### src/rtl/huffman_pkg.sv
// huffman_pkg: shared phase codes, sequencer state encoding and count widths
// for the Huffman frame sequencer and its step handshake helper.
package huffman_pkg;

  // Phase codes presented to the encoder datapath on enc_phase.
  localparam logic [2:0] PHASE_INIT         = 3'd0;
  localparam logic [2:0] PHASE_FREQ_COUNT   = 3'd1;
  localparam logic [2:0] PHASE_SORT         = 3'd2;
  localparam logic [2:0] PHASE_BUILD_TREE   = 3'd3;
  localparam logic [2:0] PHASE_GEN_CODE     = 3'd4;
  localparam logic [2:0] PHASE_SEND_SYMBOLS = 3'd5;
  localparam logic [2:0] PHASE_SEND_CODE    = 3'd6;
  localparam logic [2:0] PHASE_SEND_LENGTH  = 3'd7;

  // Widths of the distinct-symbol count and the merge/header indices.
  localparam int SYM_CNT_W = 9;
  localparam int IDX_W     = 8;

  // Sequencer states. ST_ERR is only reachable with the watchdog built in.
  typedef enum logic [2:0] {
    ST_IDLE         = 3'd0,
    ST_COLLECT      = 3'd1,
    ST_SORT         = 3'd2,
    ST_BUILD_TREE   = 3'd3,
    ST_GEN_CODE     = 3'd4,
    ST_SEND_SYMBOLS = 3'd5,
    ST_DONE         = 3'd6,
    ST_ERR          = 3'd7
  } seq_state_e;

  // Phase code shown to the datapath while the sequencer sits in a state.
  function automatic logic [2:0] phase_of(seq_state_e s);
    case (s)
      ST_COLLECT:      return PHASE_FREQ_COUNT;
      ST_SORT:         return PHASE_SORT;
      ST_BUILD_TREE:   return PHASE_BUILD_TREE;
      ST_GEN_CODE:     return PHASE_GEN_CODE;
      ST_SEND_SYMBOLS: return PHASE_SEND_SYMBOLS;
      default:         return PHASE_INIT;
    endcase
  endfunction

endpackage

### src/rtl/huffman_step_handshake.sv
// huffman_step_handshake: start pulse / done qualification for one datapath
// step, shared by every step state of the frame sequencer.
// Optional watchdog: define HUFF_PHASE_TIMEOUT_EN to build the per-step
// cycle counter; without it timeout is tied low and steps wait forever.
//
// Handshake: the owner raises launch for exactly one cycle to begin a step;
// that cycle is the phase_start pulse. phase_done is only honoured from the
// cycle after launch until the first accepted done (step_done), so a done in
// the launch cycle or with no step pending is dropped.
module huffman_step_handshake #(
  parameter int TIMEOUT_CYC = 1024
) (
  input  logic clock,
  input  logic rst,
  input  logic launch,
  input  logic phase_done,
  input  logic stall,
  output logic phase_start,
  output logic step_done,
  output logic timeout
);

  logic pending;

  assign phase_start = launch;
  assign step_done   = pending & phase_done;

  // A step is pending from the cycle after launch until its done is taken.
  always_ff @(posedge clock or negedge rst) begin
    if (!rst) begin
      pending <= 1'b0;
    end else if (launch) begin
      pending <= 1'b1;
    end else if (step_done) begin
      pending <= 1'b0;
    end
  end

`ifdef HUFF_PHASE_TIMEOUT_EN
  localparam int TW = $clog2(TIMEOUT_CYC + 1);

  logic [TW-1:0] wait_cnt;
  logic          waiting;

  // Waiting covers an outstanding step and a stalled header entry.
  assign waiting = (pending & ~phase_done) | stall;

  // Count consecutive waiting cycles; any progress or a new step clears it.
  always_ff @(posedge clock or negedge rst) begin
    if (!rst) begin
      wait_cnt <= '0;
    end else if (launch || !waiting) begin
      wait_cnt <= '0;
    end else if (!timeout) begin
      wait_cnt <= wait_cnt + 1'b1;
    end
  end

  assign timeout = waiting && !launch && (wait_cnt == TW'(TIMEOUT_CYC - 1));
`else
  logic unused_timeout_cfg;
  assign unused_timeout_cfg = stall ^ TIMEOUT_CYC[0];
  assign timeout = 1'b0;
`endif

endmodule

### src/rtl/huffman_frame_sequencer.sv
// huffman_frame_sequencer: gates one frame of symbols into the frequency
// counter, then walks the encoder through sort, tree build (one merge per
// step), code generation and header emission. One frame in flight.
// Optional watchdog: define HUFF_PHASE_TIMEOUT_EN to enable the sticky ERR
// state; otherwise err is tied low.
//
// Handshakes: a symbol moves when in_valid && in_ready; a header entry moves
// when hdr_valid && hdr_ready, and hdr_idx is held stable while stalled.
module huffman_frame_sequencer
  import huffman_pkg::*;
#(
  parameter int BIT_WIDTH   = 7,
  parameter int MAX_SYMBOL  = 255,
  parameter int FRAME_LEN   = 100,
  parameter int TIMEOUT_CYC = 1024
) (
  input  logic                 clock,
  input  logic                 rst,
  input  logic                 start,
  input  logic                 in_valid,
  input  logic                 in_last,
  output logic                 in_ready,
  output logic                 enc_data_enable,
  output logic [2:0]           enc_phase,
  output logic                 enc_phase_start,
  input  logic                 enc_phase_done,
  input  logic [SYM_CNT_W-1:0] enc_symbol_count,
  output logic [IDX_W-1:0]     merge_idx,
  output logic [IDX_W-1:0]     hdr_idx,
  output logic                 hdr_valid,
  input  logic                 hdr_ready,
  output logic                 busy,
  output logic                 frame_done,
  output logic                 err,
  output seq_state_e           dbg_state
);

  localparam int DATA_W = $clog2(FRAME_LEN + 1);
  // Largest meaningful symbol count: bounded by the table and the symbol width.
  localparam int SYM_SPACE  = 1 << (BIT_WIDTH + 1);
  localparam int TABLE_SIZE = (MAX_SYMBOL + 1 < SYM_SPACE) ? MAX_SYMBOL + 1 : SYM_SPACE;

  seq_state_e           state, state_d;
  logic [DATA_W-1:0]    data_cnt, data_cnt_d;
  logic [SYM_CNT_W-1:0] sym_cnt, sym_cnt_d;
  logic [IDX_W-1:0]     merge_idx_d, hdr_idx_d;
  logic                 launch_q, launch_d;
  logic [SYM_CNT_W-1:0] sym_clamped;
  logic                 step_done;
  logic                 step_timeout;

  huffman_step_handshake #(
    .TIMEOUT_CYC (TIMEOUT_CYC)
  ) u_step (
    .clock       (clock),
    .rst         (rst),
    .launch      (launch_q),
    .phase_done  (enc_phase_done),
    .stall       (hdr_valid & ~hdr_ready),
    .phase_start (enc_phase_start),
    .step_done   (step_done),
    .timeout     (step_timeout)
  );

  // Keep the symbol count in 1..TABLE_SIZE so the merge/header loops end.
  always_comb begin
    sym_clamped = enc_symbol_count;
    if (enc_symbol_count == '0) begin
      sym_clamped = SYM_CNT_W'(1);
    end else if (enc_symbol_count > SYM_CNT_W'(TABLE_SIZE)) begin
      sym_clamped = SYM_CNT_W'(TABLE_SIZE);
    end
  end

  // Next-state and counter updates for the frame sequence.
  always_comb begin
    state_d     = state;
    data_cnt_d  = data_cnt;
    sym_cnt_d   = sym_cnt;
    merge_idx_d = merge_idx;
    hdr_idx_d   = hdr_idx;
    launch_d    = 1'b0;
    case (state)
      ST_IDLE: begin
        if (start) begin
          state_d     = ST_COLLECT;
          data_cnt_d  = '0;
          merge_idx_d = '0;
          hdr_idx_d   = '0;
        end
      end
      ST_COLLECT: begin
        if (in_valid) begin
          data_cnt_d = data_cnt + 1'b1;
          if (in_last || data_cnt == DATA_W'(FRAME_LEN - 1)) begin
            state_d  = ST_SORT;
            launch_d = 1'b1;
          end
        end
      end
      ST_SORT: begin
        if (step_done) begin
          sym_cnt_d   = sym_clamped;
          merge_idx_d = '0;
          launch_d    = 1'b1;
          // A single distinct symbol needs no merges at all.
          state_d     = (sym_clamped == SYM_CNT_W'(1)) ? ST_GEN_CODE : ST_BUILD_TREE;
        end
      end
      ST_BUILD_TREE: begin
        if (step_done) begin
          merge_idx_d = merge_idx + 1'b1;
          launch_d    = 1'b1;
          // Last merge when merge_idx + 1 reaches sym_cnt - 1.
          if ({1'b0, merge_idx} + SYM_CNT_W'(2) == sym_cnt) begin
            state_d = ST_GEN_CODE;
          end
        end
      end
      ST_GEN_CODE: begin
        if (step_done) begin
          state_d   = ST_SEND_SYMBOLS;
          hdr_idx_d = '0;
        end
      end
      ST_SEND_SYMBOLS: begin
        if (hdr_ready) begin
          if ({1'b0, hdr_idx} + SYM_CNT_W'(1) == sym_cnt) begin
            state_d = ST_DONE;
          end else begin
            hdr_idx_d = hdr_idx + 1'b1;
          end
        end
      end
      ST_DONE: begin
        state_d = ST_IDLE;
      end
      ST_ERR: begin
        state_d = ST_ERR;
      end
      default: begin
        state_d = ST_IDLE;
      end
    endcase
`ifdef HUFF_PHASE_TIMEOUT_EN
    if (step_timeout && state != ST_IDLE && state != ST_ERR) begin
      state_d  = ST_ERR;
      launch_d = 1'b0;
    end
`endif
  end

  // State, counters and the registered launch pulse.
  always_ff @(posedge clock or negedge rst) begin
    if (!rst) begin
      state     <= ST_IDLE;
      data_cnt  <= '0;
      sym_cnt   <= '0;
      merge_idx <= '0;
      hdr_idx   <= '0;
      launch_q  <= 1'b0;
    end else begin
      state     <= state_d;
      data_cnt  <= data_cnt_d;
      sym_cnt   <= sym_cnt_d;
      merge_idx <= merge_idx_d;
      hdr_idx   <= hdr_idx_d;
      launch_q  <= launch_d;
    end
  end

  assign in_ready        = (state == ST_COLLECT);
  assign enc_data_enable = in_valid & in_ready;
  assign enc_phase       = phase_of(state);
  assign hdr_valid       = (state == ST_SEND_SYMBOLS);
  assign busy            = (state != ST_IDLE);
  assign frame_done      = (state == ST_DONE);
  assign dbg_state       = state;

`ifdef HUFF_PHASE_TIMEOUT_EN
  assign err = (state == ST_ERR);
`else
  logic unused_step_timeout;
  assign unused_step_timeout = step_timeout;
  assign err = 1'b0;
`endif

endmodule
### config.mk
export PLATFORM = sky130hd
export DESIGN_NAME = huffman_frame_sequencer
export DESIGN_NICKNAME = d
export VERILOG_FILES = /design/src/rtl/huffman_pkg.sv /design/src/rtl/huffman_step_handshake.sv /design/src/rtl/huffman_frame_sequencer.sv
export SDC_FILE = /design/constraint.sdc
export NUM_CORES = 1
export LEC_CHECK = 0
export BUFFER_PORTS_ARGS = -buffer_cell sky130_fd_sc_hd__buf_2
export CAP_MARGIN = 20
export CELL_PAD_IN_SITES_DETAIL_PLACEMENT = 1
export CELL_PAD_IN_SITES_GLOBAL_PLACEMENT = 2
export CORE_MARGIN = 2
export CORE_UTILIZATION = 36
export CTS_CLUSTER_DIAMETER = 100
export CTS_CLUSTER_SIZE = 8
export DETAILED_ROUTE_END_ITERATION = 8
export PLACE_DENSITY_LB_ADDON = 0.1
export SLEW_MARGIN = 15
export SYNTH_ARGS = -nofsm -noshare
export SYNTH_HDL_FRONTEND = slang
export SYNTH_SLANG_ARGS = --single-unit
### constraint.sdc
create_clock -name clock -period 6.1 [get_ports clock]
set_clock_uncertainty 0.05 [all_clocks]
set_input_delay 0.305 -clock clock [delete_from_list [all_inputs] [get_ports clock]]
set_output_delay 0.305 -clock clock [all_outputs]
set_load 0.05 [all_outputs]
==> results of run 1 <==
[state kept, by name, indices dropped and copies added, names as in the netlist]
name            flops
hdr_idx             8
merge_idx           8
u_step.pending      1
launch_q            1
dbg_state           3
sym_cnt             9
data_cnt            7
[layer usage]
layer	wire length, um	global-route usage
met5	0	0
met4	88	0.05000
met3	304	0.03604
met2	3513	0.3207
met1	3898	0.2938
[area by class of cell]
| type | count | area [um^2] | share of cell area |
|---|---|---|---|
| repair buffers | 43 | 215.2 | 0.07161 |
| well taps | 99 | 123.9 | 0.04122 |
| multi-input cells | 259 | 1594 | 0.5304 |
| inverters | 12 | 45.04 | 0.01499 |
| clock inverters | 1 | 5.005 | 0.001665 |
| clock buffers | 7 | 96.34 | 0.03206 |
| flip-flops and latches | 37 | 925.9 | 0.3081 |
[power by group]
group          switching (uW)  leakage (uW)  total (uW)  internal [uW]
Combinational            13.2      0.000807        20.3           7.10
Clock                    93.2     0.0000542         195            102
Sequential               1.79      0.000468         248            246
Total                     108       0.00133         464            355
[worst max-delay path by stage]
stage                                           to  slack (ns)  cells after the start
final                     merge_idx[3]$_DFFE_PN0P_        3.44                      8
after global routing      merge_idx[7]$_DFFE_PN0P_        3.15                      8
after global placement    merge_idx[0]$_DFFE_PN0P_        3.50                      7
after detailed placement  merge_idx[3]$_DFFE_PN0P_        3.43                      8
after CTS                 merge_idx[3]$_DFFE_PN0P_        3.42                      8
after floorplan            data_cnt[4]$_DFFE_PN0P_        3.33                     10
[cell usage after synthesis, types with 8 or more instances]
cell	n	area [um^2]
nor2_1	24	90.09
nor3_1	12	60.06
xnor2_1	8	70.07
inv_1	10	37.54
o21ai_0	35	175.2
clkbuf_1	12	45.04
nand2_1	38	142.6
nand3_1	15	75.07
nor4_1	8	50.05
a21oi_1	12	60.06
nand2b_1	11	68.82
ha_1	8	100.1
dfrtp_1	37	925.9
[cells by family (layout without fill, tap and decap cells)]
group,after synthesis,count (layout),share of synthesized area
other,1,1,0.001412
XOR/XNOR,14,14,0.05134
multiplexers,3,3,0.01366
buffers and inverters,31,63,0.05134
AO/OA/AOI/OAI,102,102,0.2478
flip-flops,37,37,0.3486
AND/OR/NAND/NOR,131,131,0.2482
adder cells (fa/ha/maj),8,8,0.03768
[through the flow]
step                      power (uW)  cell area, um^2  utilization  instances  setup WS, ns
final                          463.6             3005       0.4166        458         3.438
after global routing           485.2             3005       0.4166        458         3.154
after CTS                      471.9             3005       0.4166        458         3.416
after detailed placement       273.6             2904       0.4025        450         3.427
after global placement         273.2             2904       0.4025        450         3.501
after floorplan                261.1             2656            -        327         3.328
==> run_results.csv, run 1 <==
group,metric,value,unit
worst_setup_path,crit_path_start_kind,"register",
yosys,syn_area,2656,um^2
clock_tree,path_clk_slew,0.08,ns
layout,syn2layout_area_growth,13.14,%
route,wire_per_inst,17.04,um
placement,dpl.hpwl,5.659,mm
floorplanning,rows,31,
floorplanning,start_util,0.3682,
route,route.detailed.drc,0,
route,via_per_inst,5.629,
placement,gp_congestion,0.8250,
worst_setup_path,worstSetupPathType,"reg2reg",
layout,fillCellCount,912,
layout,final_common_cell,"buf_2",
global_routing,grt_pass1_wl,13.59,mm
global_routing,grt_usage,0.2044,
job,maxCapViolCount,0,
sta,hold_viol,0,
route,drt_wl_total,7.803,mm
worst_setup_path,r2r-start,"dbg_state[2]$_DFFE_PN0P_",
yosys,ys_seq_elements,37,
layout,antenna_cells,0,
worst_setup_path,required,6.21,ns
hold_path,hold_class,"in2async",
pwr,max-vdd-ir-drop,0.00005006,V
worst_setup_path,slowest_stage,"dfrtp_1",
yosys,synthFlopType,"dfrtp_1",
layout,fin_nets,382,
worst_setup_path,path_cells,"inv_1 > ha_1 > a22oi_1 > nor2_1 > a21oi_1 > nor2_1 > nand3_1 > o21ai_0",
layout,drive_gt1_frac,0.1671,
worst_setup_path,critPathArrivalTime,2.77,ns
layout,final_cell_mix,"43 x buf_2, 38 x nand2_1, 37 x dfrtp_1",
clock_tree,htree_levels,2,
sta,period_minus_slack,2.662,ns
worst_setup_path,crit_start,"dbg_state[2]$_DFFE_PN0P_",
yosys,syn-num-nets,351,
worst_setup_path,worst_path_most_repeated_cell,"nor2_1",
worst_setup_path,cp_top_family,"compound AO/OA/AOI/OAI gates",
floorplanning,dieArea,8082,um^2
clock_tree,clock_path_buffers,2,
sta,max_freq,0.3756,GHz
route,drt-initial-drc-count,115,
yosys,synthDistinctLibCells,59,
floorplanning,io_pins,45,
sta,fin_crit_sh,0.4364,
route,dr.pass1.iters,4,
route,drtAntennaViolNets,0,
clock_tree,cts_tree,"built",
sta,worst_slew_pin_slew,0.8836,ns
run_status,status,"complete, no violations",
global_routing,grt_antenna_before_repair,0,
floorplanning,fp.dieH,89.90,um
worst_setup_path,end_kind,"register",
worst_setup_path,r2r_end,"merge_idx[3]$_DFFE_PN0P_",
yosys,async_flop_share,1.000,
clock_tree,cts_hold_buf,0,
clock_tree,clkLatencyLatePin,0.29,ns
clock_tree,cts_sinks,37,
worst_setup_path,max_stage_delay,0.73,ns
sta,hold_slack,0.07817,ns
yosys,seq_area_frac_synth,0.3486,
route,vias,2578,
sta,relSlewSlack,0.4109,
yosys,avgSynthCellArea,8.123,um^2
sta,fin_setup_tns,0,ns
clock_tree,cts_resized,0,
sta,rsz0062_at_grt,"false",
clock_tree,cts_root_buffer,"clkbuf_8",
global_routing,grt_max_degree,38,
placement,portBuffers,43,
floorplanning,core_area,7214,um^2
global_routing,grt_overflow,0,
pwr,leakage,0.001330,uW
clock_tree,cts_setup_buffers,0,
worst_setup_path,worstPathMaxFanout,20,
yosys,synth_edf_count,0,
yosys,syn_inst,327,
pwr,cellPowerDensity,154.2,nW/um^2
sta,slew_viol_final,0,
sta,setup_violations,0,
yosys,yosys_warnings,0,
worst_setup_path,rrSetupSlack,3.44,ns
global_routing,grt_pass1_vias,2586,
floorplanning,die_w,89.90,um
worst_setup_path,crit_buf_inv,1,
worst_setup_path,worstRegToRegCells,8,
clock_tree,cts-buffers-inserted,5,
No activity file was read; power rests on OpenSTA's default activity.
==> inputs of run 2 (changes only) <==
Settings changed: CORE_UTILIZATION 36 to 30.
Clock period 6.1 ns to 2.42 ns, I/O delays scaled along.
==> run_results.csv, run 2 (synthesis gave the netlist of run 1 again) <==
group,metric,value,unit
layout,syn2layout_area_growth,22.42,%
sta,fin_setup_tns,0,ns
route,route.detailed.drc,0,
layout,final_cell_mix,"43 x buf_2, 37 x nand2_1, 35 x o21ai_0",
global_routing,global_route.usage.met2,0.2982,
pwr,power_frac_seq,0.525,
placement,portBuffers,43,
pwr,leakage,0.001423,uW
placement,place_ws,0.06534,ns
hold_path,hold_class,"in2reg",
worst_setup_path,worstSetupPathType,"reg2reg",
pwr,max-vdd-ir-drop,0.0001680,V
route,drtAntennaViolNets,0,
global_routing,grt_util_met1,0.2615,
clock_tree,cts_tree,"built",
layout,final_common_cell,"buf_2",
clock_tree,clock_path_buffers,2,
route,drt_wl_total,8.568,mm
sta,hold_slack,0.03043,ns
global_routing,grt_pass1_vias,2745,
layout,final_util,0.3766,
worst_setup_path,worstPathMaxFanout,7,
layout,fin_nets,405,
sta,fin_ws,0.1257,ns
route,via_per_inst,5.439,
global_routing,grt_max_degree,38,
layout,fillCellCount,1055,
clock_tree,htree_levels,2,
pwr,cellPowerDensity,366.2,nW/um^2
sta,max_freq,0.4359,GHz
pwr,clockPowerShare,0.430,
pwr,intPower,898.3,uW
route,drt-initial-drc-count,128,
layout,largest-register,"sym_cnt",
route,wire_per_inst,17.49,um
worst_setup_path,path_cells,"ha_4 > nand3_4 > or3_1 > a21o_1 > o2111a_1 > and4_4 > buf_4 > o311ai_2 > nand3_1",
worst_setup_path,cp_top_family,"simple AND/OR/NAND/NOR gates",
placement,gp_congestion,0.7956,
sta,slew_viol_final,0,
global_routing,grt_util_met3,0.02720,
global_routing,grt_overflow,0,
placement,dpl.hpwl,6.427,mm
sta,relSlewSlack,0.3889,
floorplanning,start_util,0.3076,
run_status,status,"complete, no violations",
floorplanning,die_w,98.10,um
route,dr.pass1.iters,4,
layout,largest_reg_flops,9,
sta,hold_viol,0,
layout,stdcell_count,490,
floorplanning,core_area,8636,um^2
global_routing,grt_pass1_wl,14.39,mm
clock_tree,cts_sinks,37,
sta,rsz0062_at_grt,"false",
floorplanning,io_pins,45,
route,vias,2665,
sta,setup_violations,0,
job,maxCapViolCount,0,
global_routing,top_usage_layer,"met2",
worst_setup_path,critPathArrivalTime,2.42,ns
placement,dp.cells,480,
worst_setup_path,required,2.55,ns
worst_setup_path,slowest_stage,"dfrtp_4",
sta,worst_slew_pin_slew,0.9166,ns
clock_tree,cts-buffers-inserted,5,
clock_tree,cts_root_buffer,"clkbuf_8",
worst_setup_path,crit_buf_inv,1,
layout,antenna_cells,0,
layout,drive_gt1_frac,0.2565,
layout,top_regs,"sym_cnt: 9 flops, hdr_idx: 8 flops, merge_idx: 8 flops",
worst_setup_path,crit_path_start_kind,"register",
sta,fin_crit_sh,0.9481,
pwr,swShare,0.2456,
floorplanning,dieArea,9623,um^2
clock_tree,path_clk_slew,0.08,ns
floorplanning,fp.dieH,98.10,um
global_routing,grt_antenna_before_repair,0,
pwr,power.switching,292.4,uW
worst_setup_path,end_kind,"register",
clock_tree,clkLatencyLatePin,0.30,ns
sta,period_minus_slack,2.294,ns
pwr,combinationalPowerShare,0.045,
floorplanning,rows,34,
global_routing,grt_usage,0.1853,
worst_setup_path,max_stage_delay,0.48,ns
==> run 2: changes by cell type in the layout (fill, tap and decap cells not counted), sizes merged <==
cell / delta
buf: +22
dlygate4sd3: +1
inv: -1
clkinvlp: +1
==> run 2: worst register-to-register path, cell delays in order, from the launching register on <==
cell and delay [ns]:
dfrtp_4 0.48, ha_4 0.18, nand3_4 0.07, or3_1 0.35
a21o_1 0.19, o2111a_1 0.16, and4_4 0.22, buf_4 0.16
o311ai_2 0.21, nand3_1 0.11
==> run 2: per-layer routing <==
layer,wire length [um],vias up
met4,74,0
met2,3976,42
met3,290,7
met5,0,-
li1,-,1301
met1,4226,1315
==> run 2: worst paths after layout <==
check	from	endpoint	slack [ns]	depth (start not counted)
setup / recovery	hdr_idx[0]$_DFFE_PN0P_	hdr_idx[6]$_DFFE_PN0P_	0.13	9
hold / removal	enc_symbol_count[2]	sym_cnt[2]$_DFFE_PN0P_	0.03	3
setup reg to reg	hdr_idx[0]$_DFFE_PN0P_	hdr_idx[6]$_DFFE_PN0P_	0.13	9
hold reg to reg	launch_q$_DFF_PN0_	u_step.pending$_DFFE_PN0P_	0.40	1
max in group asynchronous	rst	hdr_idx[0]$_DFFE_PN0P_	1.20	2
min in group asynchronous	rst	data_cnt[4]$_DFFE_PN0P_	0.44	2
==> run 2: repair_timing <==
item,in CTS,in global routing
setup endpoints to repair,0,4
endpoints found under the hold margin,37,0
resized for setup,0,2
buffers inserted,0,1
hold buffers,1,0
==> run 2: final cells by class <==
cell class,instances,area (um^2),share of cell area
multi-input cells,259,1635,0.5029
flip-flops and latches,37,940.9,0.2893
repair buffers,66,390.4,0.1200
well taps,108,135.1,0.04155
clock buffers,7,96.34,0.02963
inverters,12,48.80,0.01501
clock inverters,1,5.005,0.001539
==> run 2: power by group through the flow <==
stage	logic [uW]	clock network [uW]	registers, uW
global route	61.2	562	626
finish	53.1	512	625
detailed placement	53.9	0	638
floorplan	19.3	0	640
CTS	55.2	526	625
global placement	53.3	0	638
==> run 2: per-stage QoR <==
stage	power (uW)	cell area [um^2]
after floorplan	659.4	2708
after global placement	690.9	3124
after detailed placement	691.8	3124
after CTS	1207	3236
after global routing	1249	3252
final	1191	3252
==> inputs of run 3 (changes only) <==
Settings changed: CORE_ASPECT_RATIO set to 1.2.
==> run_results.csv, run 3 (synthesis gave the netlist of run 1 again) <==
group,metric,value,unit
clock_tree,cts_tree,"built",
hold_path,hold_depth,3,
clock_tree,cts_root_buffer,"clkbuf_8",
layout,final_common_cell,"buf_2",
clock_tree,clkLatencyLatePin,0.30,ns
clock_tree,htree_levels,2,
global_routing,grt_antenna_before_repair,0,
route,via_per_inst,5.333,
layout,antenna_cells,0,
layout,fillCellCount,1051,
sta,fin_setup_tns,0,ns
sta,setup_violations,0,
layout,top_regs,"sym_cnt: 9 flops, hdr_idx: 8 flops, merge_idx: 8 flops",
floorplanning,start_util,0.3085,
route,drt_wl_total,8.369,mm
floorplanning,die_w,89.90,um
sta,fin_crit_sh,0.9490,
floorplanning,core_area,8611,um^2
clock_tree,path_clk_slew,0.08,ns
job,maxCapViolCount,0,
route,drtAntennaViolNets,0,
placement,dpl.hpwl,6.290,mm
worst_setup_path,critPathArrivalTime,2.44,ns
sta,hold_viol,0,
clock_tree,clock_path_buffers,2,
sta,worst_slew_pin_slew,0.7360,ns
layout,fin_nets,405,
worst_setup_path,critical_path.endpoint,"hdr_idx[0]$_DFFE_PN0P_",
worst_setup_path,slowest_stage,"dfrtp_4",
sta,period_minus_slack,2.297,ns
worst_setup_path,worstPathMaxFanout,7,
worst_setup_path,end_kind,"register",
hold_path,hold_class,"in2reg",
pwr,max-vdd-ir-drop,0.0001911,V
floorplanning,io_pins,45,
layout,largest_reg_flops,9,
sta,relSlewSlack,0.5093,
layout,drive_gt1_frac,0.2513,
floorplanning,dieArea,9626,um^2
global_routing,grt_pass1_wl,14.05,mm
run_status,status,"complete, no violations",
layout,syn2layout_area_growth,22.23,%
floorplanning,fp.dieH,107.1,um
pwr,leakage,0.001402,uW
route,dr.pass1.iters,4,
floorplanning,rows,37,
worst_setup_path,r2r-start,"hdr_idx[0]$_DFFE_PN0P_",
sta,rsz0062_at_grt,"false",
global_routing,grt_pass1_vias,2720,
worst_setup_path,rrSetupSlack,0.12,ns
layout,final_util,0.3771,
route,wire_per_inst,16.77,um
worst_setup_path,crit_path_start_kind,"register",
layout,final_cell_mix,"43 x buf_2, 37 x nand2_1, 34 x o21ai_0",
pwr,total_power,1156,uW
placement,portBuffers,43,
worst_setup_path,path_cells,"ha_4 > xnor3_1 > o31ai_1 > a211oi_1 > o2111a_2 > and4_4 > nor3_1 > mux2_4",
sta,max_freq,0.4354,GHz
clock_tree,cts_setup_buffers,0,
clock_tree,cts_sinks,37,
sta,slew_viol_final,0,
global_routing,grt_usage,0.1795,
worst_setup_path,worstSetupPathType,"reg2reg",
pwr,cellPowerDensity,356.0,nW/um^2
layout,largest-register,"sym_cnt",
worst_setup_path,r2r_end,"hdr_idx[0]$_DFFE_PN0P_",
worst_setup_path,required,2.56,ns
route,route.detailed.drc,0,
placement,gp_congestion,0.8043,
worst_setup_path,worstRegToRegCells,8,
global_routing,grt_overflow,0,
worst_setup_path,crit_start,"hdr_idx[0]$_DFFE_PN0P_",
route,drt-initial-drc-count,78,
global_routing,grt_max_degree,22,
route,vias,2661,
clock_tree,cts-buffers-inserted,5,
worst_setup_path,max_stage_delay,0.53,ns
## run 3: power breakdown
part,internal [uW],switching (uW)
Sequential,621,5.07
Clock,233,242
Combinational,21.5,34.0
## run 3: final cells by class
cell class | instances | area (um^2) | area share
multi-input cells | 260 | 1638 | 0.5044
flip-flops and latches | 37 | 940.9 | 0.2898
repair buffers | 65 | 382.9 | 0.1179
well taps | 117 | 146.4 | 0.04509
clock buffers | 8 | 90.09 | 0.02775
inverters | 12 | 48.80 | 0.01503
## run 3: worst min path at each step
stage                    from                         end
2_1_floorplan             rst     data_cnt[0]$_DFFE_PN0P_
3_3_place_gp              rst     data_cnt[4]$_DFFE_PN0P_
3_5_place_dp              rst     data_cnt[4]$_DFFE_PN0P_
4_1_cts        enc_phase_done  u_step.pending$_DFFE_PN0P_
5_1_grt        enc_phase_done  u_step.pending$_DFFE_PN0P_
6_report       enc_phase_done  u_step.pending$_DFFE_PN0P_
## run 3: routing by layer
| metal | track usage | share of wire | wire [um] | up-vias |
|---|---|---|---|---|
| met5 | 0 | 0 | 0 | - |
| met4 | 0.04066 | 0.0091 | 76 | 0 |
| li1 | - | - | - | 1299 |
| met1 | 0.2344 | 0.47 | 3898 | 1318 |
| met3 | 0.02811 | 0.027 | 230 | 6 |
| met2 | 0.3144 | 0.50 | 4163 | 38 |
## run 3: worst max-delay path: cells and delay by family, from the launching register on
kind	cells	cell delay (ns)
xor gates and xnor gates	1	0.26
muxes	1	0.30
DFF	1	0.53
adders and majority gates	1	0.20
AOI/OAI and AO/OA	3	0.50
and+or+nand+nor	2	0.34
## run 3: through the flow
step / cell area, um^2 / std cells / setup WS, ns / hold slack [ns]
2_1_floorplan: 2708 / 327 / 0.007284 / -0.2246
3_3_place_gp: 3136 / 489 / 0.1228 / 0.08408
3_5_place_dp: 3136 / 489 / 0.08857 / 0.08666
4_1_cts: 3236 / 498 / 0.08418 / 0.03572
5_1_grt: 3247 / 499 / 0.003671 / 0.04770
6_report: 3247 / 499 / 0.1233 / 0.03466
## run 3: what timing repair did
item | CTS | global route
endpoints found under the setup margin | 0 | 4
hold buffers | 1 | 0
resized for setup | 0 | 2
endpoints found under the hold margin | 19 | 0
